===== src/rtl/past_check_ctrl.sv =====
// Hardware monitor for "a |-> ($past(b, N) == EXPECT)" with run-time N and EXPECT.
// Optional stop-on-first-fail behaviour is selected by PAST_CHECK_STOP_ON_FAIL_EN.
module past_check_ctrl #(
    parameter int MAX_DEPTH = 8,
    parameter int CNT_W     = 16,
    parameter int DEPTH_W   = $clog2(MAX_DEPTH + 1)
) (
    input  logic               clk,
    input  logic               rst_n,
    input  logic               enable,
    input  logic               clr,
    input  logic               cfg_load,
    input  logic [DEPTH_W-1:0] cfg_depth,
    input  logic               cfg_expect,
    input  logic               a,
    input  logic               b,
    output logic               pass_pulse,
    output logic               fail_pulse,
    output logic               vac_pulse,
    output logic [CNT_W-1:0]   pass_cnt,
    output logic [CNT_W-1:0]   fail_cnt,
    output logic [CNT_W-1:0]   vac_cnt,
    output logic               warm,
    output logic [1:0]         state_o
);

    localparam logic [1:0] S_IDLE   = 2'd0;
    localparam logic [1:0] S_WARMUP = 2'd1;
    localparam logic [1:0] S_CHECK  = 2'd2;
    localparam logic [1:0] S_HALT   = 2'd3;

    localparam logic [DEPTH_W-1:0] MAX_D = DEPTH_W'(MAX_DEPTH);
    localparam logic [DEPTH_W-1:0] ONE_D = DEPTH_W'(1);

`ifdef PAST_CHECK_STOP_ON_FAIL_EN
    localparam logic STOP_EN = 1'b1;
`else
    localparam logic STOP_EN = 1'b0;
`endif

    function automatic logic [DEPTH_W-1:0] clamp_depth(input logic [DEPTH_W-1:0] d);
        logic [DEPTH_W-1:0] r;
        if (d == {DEPTH_W{1'b0}}) begin
            r = ONE_D;
        end else if (d > MAX_D) begin
            r = MAX_D;
        end else begin
            r = d;
        end
        return r;
    endfunction

    function automatic logic [CNT_W-1:0] sat_inc(input logic [CNT_W-1:0] c);
        logic [CNT_W-1:0] r;
        if (&c) begin
            r = c;
        end else begin
            r = c + CNT_W'(1);
        end
        return r;
    endfunction

    logic [1:0]           state_r;
    logic [1:0]           state_nx_s;
    logic [MAX_DEPTH-1:0] hist_r;
    logic [DEPTH_W-1:0]   fill_r;
    logic [DEPTH_W-1:0]   fill_inc_s;
    logic [DEPTH_W-1:0]   depth_r;
    logic                 expect_r;
    logic                 running_s;
    logic                 active_s;
    logic                 past_s;
    logic                 past_eff_s;
    logic                 res_pass_s;
    logic                 res_fail_s;
    logic                 res_vac_s;

    assign running_s = (state_r == S_WARMUP) || (state_r == S_CHECK);
    // An edge only shifts and evaluates when running, enabled and not being cleared.
    assign active_s  = running_s && enable && !clr;
    assign state_o   = state_r;

    // Select the sample taken depth_r edges ago without a variable-width index.
    always_comb begin
        past_s = 1'b0;
        for (int i = 0; i < MAX_DEPTH; i++) begin
            past_s = past_s | ((depth_r == DEPTH_W'(i + 1)) & hist_r[i]);
        end
    end

    // Evaluation of the current edge and saturating fill increment.
    always_comb begin
        fill_inc_s = (fill_r == MAX_D) ? fill_r : (fill_r + ONE_D);
        past_eff_s = (fill_r >= depth_r) ? past_s : 1'b0;
        res_vac_s  = !a;
        res_pass_s = a && (past_eff_s == expect_r);
        res_fail_s = a && (past_eff_s != expect_r);
    end

    // Next-state logic; clr overrides everything.
    always_comb begin
        state_nx_s = state_r;
        if (clr) begin
            state_nx_s = S_IDLE;
        end else begin
            case (state_r)
                S_IDLE: begin
                    if (enable) state_nx_s = S_WARMUP;
                    else        state_nx_s = S_IDLE;
                end
                S_WARMUP: begin
                    if (!enable)                      state_nx_s = S_IDLE;
                    else if (STOP_EN && res_fail_s)   state_nx_s = S_HALT;
                    else if (fill_inc_s == depth_r)   state_nx_s = S_CHECK;
                    else                              state_nx_s = S_WARMUP;
                end
                S_CHECK: begin
                    if (!enable)                      state_nx_s = S_IDLE;
                    else if (STOP_EN && res_fail_s)   state_nx_s = S_HALT;
                    else                              state_nx_s = S_CHECK;
                end
                S_HALT: begin
                    if (STOP_EN) state_nx_s = S_HALT;
                    else         state_nx_s = S_IDLE;
                end
                default: state_nx_s = S_IDLE;
            endcase
        end
    end

    // State register and registered warm-up flag.
    always_ff @(posedge clk or negedge rst_n) begin
        if (!rst_n) begin
            state_r <= S_IDLE;
            warm    <= 1'b0;
        end else begin
            state_r <= state_nx_s;
            warm    <= (state_nx_s == S_WARMUP);
        end
    end

    // Configuration latch, only writable while idle.
    always_ff @(posedge clk or negedge rst_n) begin
        if (!rst_n) begin
            depth_r  <= ONE_D;
            expect_r <= 1'b0;
        end else if (!clr && cfg_load && (state_r == S_IDLE)) begin
            depth_r  <= clamp_depth(cfg_depth);
            expect_r <= cfg_expect;
        end else begin
            depth_r  <= depth_r;
            expect_r <= expect_r;
        end
    end

    // b history delay line and fill counter.
    always_ff @(posedge clk or negedge rst_n) begin
        if (!rst_n) begin
            hist_r <= {MAX_DEPTH{1'b0}};
            fill_r <= {DEPTH_W{1'b0}};
        end else if (clr || ((state_r == S_IDLE) && enable)) begin
            hist_r <= {MAX_DEPTH{1'b0}};
            fill_r <= {DEPTH_W{1'b0}};
        end else if (active_s) begin
            hist_r[0] <= b;
            for (int i = 1; i < MAX_DEPTH; i++) begin
                hist_r[i] <= hist_r[i-1];
            end
            fill_r <= fill_inc_s;
        end else if (running_s) begin
            fill_r <= {DEPTH_W{1'b0}};
        end else begin
            fill_r <= fill_r;
        end
    end

    // Result strobes and saturating statistics.
    always_ff @(posedge clk or negedge rst_n) begin
        if (!rst_n) begin
            pass_pulse <= 1'b0;
            fail_pulse <= 1'b0;
            vac_pulse  <= 1'b0;
            pass_cnt   <= {CNT_W{1'b0}};
            fail_cnt   <= {CNT_W{1'b0}};
            vac_cnt    <= {CNT_W{1'b0}};
        end else if (clr) begin
            pass_pulse <= 1'b0;
            fail_pulse <= 1'b0;
            vac_pulse  <= 1'b0;
            pass_cnt   <= {CNT_W{1'b0}};
            fail_cnt   <= {CNT_W{1'b0}};
            vac_cnt    <= {CNT_W{1'b0}};
        end else if (active_s) begin
            pass_pulse <= res_pass_s;
            fail_pulse <= res_fail_s;
            vac_pulse  <= res_vac_s;
            if (res_pass_s) pass_cnt <= sat_inc(pass_cnt);
            else            pass_cnt <= pass_cnt;
            if (res_fail_s) fail_cnt <= sat_inc(fail_cnt);
            else            fail_cnt <= fail_cnt;
            if (res_vac_s)  vac_cnt  <= sat_inc(vac_cnt);
            else            vac_cnt  <= vac_cnt;
        end else begin
            pass_pulse <= 1'b0;
            fail_pulse <= 1'b0;
            vac_pulse  <= 1'b0;
        end
    end

endmodule


===== config.mk =====
export PLATFORM = sky130hd
export DESIGN_NAME = past_check_ctrl
export DESIGN_NICKNAME = d
export VERILOG_FILES = /design/src/rtl/past_check_ctrl.sv
export SDC_FILE = /design/constraint.sdc
export NUM_CORES = 1
export LEC_CHECK = 0
export ABC_AREA = 1
export BUFFER_PORTS_ARGS = -buffer_cell sky130_fd_sc_hd__buf_2
export CAP_MARGIN = 30
export CORE_ASPECT_RATIO = 0.9
export CORE_MARGIN = 10
export CORE_UTILIZATION = 35
export DETAILED_ROUTE_END_ITERATION = 10
export PLACE_DENSITY = 0.52
export SYNTH_ARGS = -nofsm -noshare
export SYNTH_HDL_FRONTEND = slang
export SYNTH_SLANG_ARGS = --single-unit

===== constraint.sdc =====
create_clock -name clk -period 2.9 [get_ports clk]
set_input_delay 0.145 -clock clk [delete_from_list [all_inputs] [get_ports clk]]
set_output_delay 0.145 -clock clk [all_outputs]
set_load 0.02 [all_outputs]

==> qor.log <==
[sta] max-slew violation total from the final report 0
[floorplan] chip width 137 µm
[sta] fraction of the cycle the final worst path needs 82.8%
[grt] number of global-route vias before repair 3,864
[pwr] power density cells 477 nW/µm²
[floorplan] core area 12,100 µm²
[cts] post-CTS sizing 0
[synthesis] most area-consuming cells after synthesis sky130_fd_sc_hd__dfrtp_1, sky130_fd_sc_hd__nand3_1, sky130_fd_sc_hd__nand2_1, sky130_fd_sc_hd__inv_1, sky130_fd_sc_hd__xor2_1
[cts] count of clock tree sinks 71
[synthesis] synth warn 0
[sta] total of endpoints with negative setup slack in the final report 0
[layout] fillers 1,260
[grt] initial antenna violation count 0
[worst_setup_path] Worst Path Arrival 2660 ps
[routing] number of vias per cell 4.86
[pwr] Sw Share 25.6%
[synthesis] Yosys reg bits 71
[sta] Tightest Pin Transition 745 ps
[worst_setup_path] required time of the critical path 3160 ps
[grt] overall overflow remaining after global route 0
[pwr] worst IR drop on VDD 253 µV
[layout] area growth from synthesis to layout 18.2%
[synthesis] number of instances in the synthesized netlist 569
[synthesis] part of the Yosys area used for sequential elements 40.9%
[synthesis] asr flop ratio synth 100%
[pwr] cell-internal power 1.82 mW
[floorplan] Placement Rows 38
[cts] CTS max path bufs 2
[synthesis] dominant cell by count in the synthesized netlist sky130_fd_sc_hd__nand2_1
[sta] max_slew headroom 50.3%
[pwr] leakage power figure 2.78 nW
[pwr] switching component of the power 0.627 mW
[sta] post-layout minimum cycle time 2400 ps
[pwr] Comb pwr share 10.1%
[worst_setup_path] critical path start-end classification reg -> reg
[sta] accumulated negative setup slack 0 ps
[worst_setup_path] category of the worst setup path capture point flip-flop
[layout] number of inserted diodes 0
[sta] final setup margin 499 ps
[pwr] clock network fraction of design power 47.4%
[sta] Highest Clock Rate 416 MHz
[synthesis] Mapped Avg Cell Area 7.63 µm²
[synthesis] distinct cell type count of the synthesized netlist 33
[status] status complete, no violations
[routing] DRT Pass-1 Iters 4
[synthesis] Syn Nets 593
[sta] Final Hold Slack 47.1 ps
[job] Max-Cap Viols 0
[layout] share of layout cells above drive strength 1 16.3%
[routing] DR WL/cell 14.2 µm
[routing] starting DRC count in detailed routing 289
[synthesis] post-synthesis instance area 4340 µm²
[worst_setup_path] Startpoint Class flip-flop
[cts] clock tree from TritonCTS yes
[floorplan] floorplan die area 17,300 µm²
[layout] core utilization of the finished layout 42.3%
[synthesis] Synth Flop Type sky130_fd_sc_hd__dfrtp_1
[grt] All-Layer GR Usage 13.3%
[cts] later-pin clock latency in the skew report 330 ps
[sta] unrepaired setup endpoints after global routing no
[routing] wire length reported by the detailed router 11,300 µm
[sta] clock tree skew after final layout 6.73 ps
[floorplan] initial cell density of the core 35.8%
[synthesis] area share of the largest cell type after synthesis 40.3%
[placed_design] count of buffers from port buffering 65
[routing] DRC 0
[placed_design] dpl ws 515 ps
[placed_design] final weighted congestion of routability-driven global placement 0.850
[grt] wire length of the first global-routing pass 19,100 µm
[cts] CTS Buf Count 9
[floorplan] io pins 66
[synthesis] count of flip-flops with a built-in enable after synthesis 0
[layout] final design area excluding fillers 5130 µm²
[worst_setup_path] largest fanout of any net on the critical path 21
[pwr] sequential power share 42.4%
[grt] largest net degree at the start of global routing 73
[hold_path] HP Class in -> reg
[placed_design] detailed placer's ending HPWL 8000 µm
[routing] total number of vias 3,876
[synthesis] list of most frequent post-synthesis cells sky130_fd_sc_hd__nand2_1, sky130_fd_sc_hd__nand3_1, sky130_fd_sc_hd__inv_1, sky130_fd_sc_hd__dfrtp_1, sky130_fd_sc_hd__nor2_1
[sta] number of failing hold endpoints at the final stage 0
[layout] number of nets in the finished design 656
[synthesis] largest area contributor in the synthesized netlist sky130_fd_sc_hd__dfrtp_1
[cts] clock-pin transition on the worst setup and hold timing paths 60 ps
[floorplan] chip height 126 µm
[cts] root buf cell sky130_fd_sc_hd__clkbuf_16
[cts] maximum level of the CTS H-tree 3
[routing] remaining antenna violation count 0
[placed_design] total cell area at the placement stage 4780 µm²
[state kept, by name (all words and copies together) (netlist names), 2 cells and up]
signal    cells
vac_cnt      16
pass_cnt     16
fail_cnt     16
depth_r       4
fill_r        4
state_o       2
hist_r        8
[cells by family (layout without fill, tap and decap cells)]
group                    after synthesis  after routing  synth area share, %
AO/OA/AOI/OAI                         49             49                 6.19
XOR/XNOR                              39             39                 7.87
adder cells (fa/ha/maj)               12             12                 3.46
buffers and inverters                106            174                 10.1
flip-flops                            71             71                 40.9
AND/OR/NAND/NOR                      292            292                 31.5
[metal layers]
metal / global-route usage (%) / up-vias / part of all wire [%]
met5: 0 / - / 0
met4: 2.73 / 0 / 0.80
met3: 3.97 / 9 / 5.6
met2: 20.9 / 74 / 46
met1: 17.6 / 1824 / 48
li1: - / 1969 / -
[power by group through the flow]
stage,Sequential (mW),Clock [mW],Combinational [mW]
floorplan,1.06,0,0.157
global placement,1.06,0,0.239
detailed placement,1.06,0,0.246
CTS,1.04,1.19,0.247
global route,1.04,1.22,0.286
finish,1.04,1.16,0.249
[layout make-up]
class	instances	area, µm²	share of cell area [%]
Clock inverter	3	40.0	0.780
Timing Repair Buffer	69	380	7.41
Tap cell	160	200	3.90
Inverter	89	334	6.51
Sequential cell	71	1780	34.7
Clock buffer	13	270	5.27
Multi-Input combinational cell	392	2130	41.5
[worst max-delay path: stages (launching register included)]
cell,delay (ps)
sky130_fd_sc_hd__dfrtp_1,370
sky130_fd_sc_hd__ha_1,200
sky130_fd_sc_hd__nand2_1,110
sky130_fd_sc_hd__nor3_4,200
sky130_fd_sc_hd__nand2_2,100
sky130_fd_sc_hd__nor2_2,110
sky130_fd_sc_hd__nand2_1,60
sky130_fd_sc_hd__nand2_1,270
sky130_fd_sc_hd__nand2_1,500
sky130_fd_sc_hd__nand4_1,210
sky130_fd_sc_hd__nand2_1,60
sky130_fd_sc_hd__a21oi_1,140
[placed cells by master, fill, tap and decap left out]
master,instances
sky130_fd_sc_hd__nand2_1,105
sky130_fd_sc_hd__nand3_1,102
sky130_fd_sc_hd__inv_1,86
sky130_fd_sc_hd__dfrtp_1,70
sky130_fd_sc_hd__buf_2,64
sky130_fd_sc_hd__nor2_1,44
sky130_fd_sc_hd__xor2_1,33
sky130_fd_sc_hd__a21oi_1,14
sky130_fd_sc_hd__o21ai_0,13
sky130_fd_sc_hd__nand4_1,13
sky130_fd_sc_hd__ha_1,12
sky130_fd_sc_hd__clkbuf_16,9
sky130_fd_sc_hd__o22ai_1,8
sky130_fd_sc_hd__nor3_1,8
sky130_fd_sc_hd__o21ai_1,8
sky130_fd_sc_hd__xnor2_1,6
sky130_fd_sc_hd__nand2_2,4
sky130_fd_sc_hd__nand3_2,4
sky130_fd_sc_hd__o31ai_1,4
sky130_fd_sc_hd__inv_2,3
sky130_fd_sc_hd__nor4_1,3
sky130_fd_sc_hd__clkbuf_8,3
sky130_fd_sc_hd__buf_4,3
sky130_fd_sc_hd__nand4_2,2
sky130_fd_sc_hd__nor2_2,2
sky130_fd_sc_hd__nor2_4,2
sky130_fd_sc_hd__clkinv_2,2
sky130_fd_sc_hd__a31oi_1,1
sky130_fd_sc_hd__a211oi_1,1
sky130_fd_sc_hd__or2_2,1
sky130_fd_sc_hd__nor3_4,1
sky130_fd_sc_hd__nor3_2,1
sky130_fd_sc_hd__clkbuf_1,1
sky130_fd_sc_hd__bufinv_16,1
sky130_fd_sc_hd__dfstp_2,1
sky130_fd_sc_hd__dlygate4sd3_1,1
sky130_fd_sc_hd__buf_16,1
[worst paths after layout]
| check | from | end | slack (ps) | cells after the start |
|---|---|---|---|---|
| worst max register to register | vac_cnt[1] | vac_cnt[9] | 500 | 11 |
| min in group asynchronous | rst_n | fill_r[2] | 240 | 2 |
| worst min-delay path | cfg_expect | expect_r | 50 | 3 |
| max in group asynchronous | rst_n | fail_cnt[14] | 2100 | 3 |
| worst max-delay path | vac_cnt[1] | vac_cnt[9] | 500 | 11 |
| worst min register to register | hist_r[6] | hist_r[6] | 530 | 2 |
[per-stage QoR]
step | power (mW) | std cells
after floorplan | 1.22 | 569
after global placement | 1.29 | 779
after detailed placement | 1.30 | 779
after CTS | 2.47 | 795
after global routing | 2.55 | 797
final | 2.45 | 797
[what timing repair did]
action / 4_1_cts / 5_1_grt
hold buffers: 0 / 1
setup buffers: 0 / 0
endpoints found under the hold margin: 0 / 18
endpoints found under the setup margin: 0 / 0
Note: power is estimated with default switching activity, not from simulation.
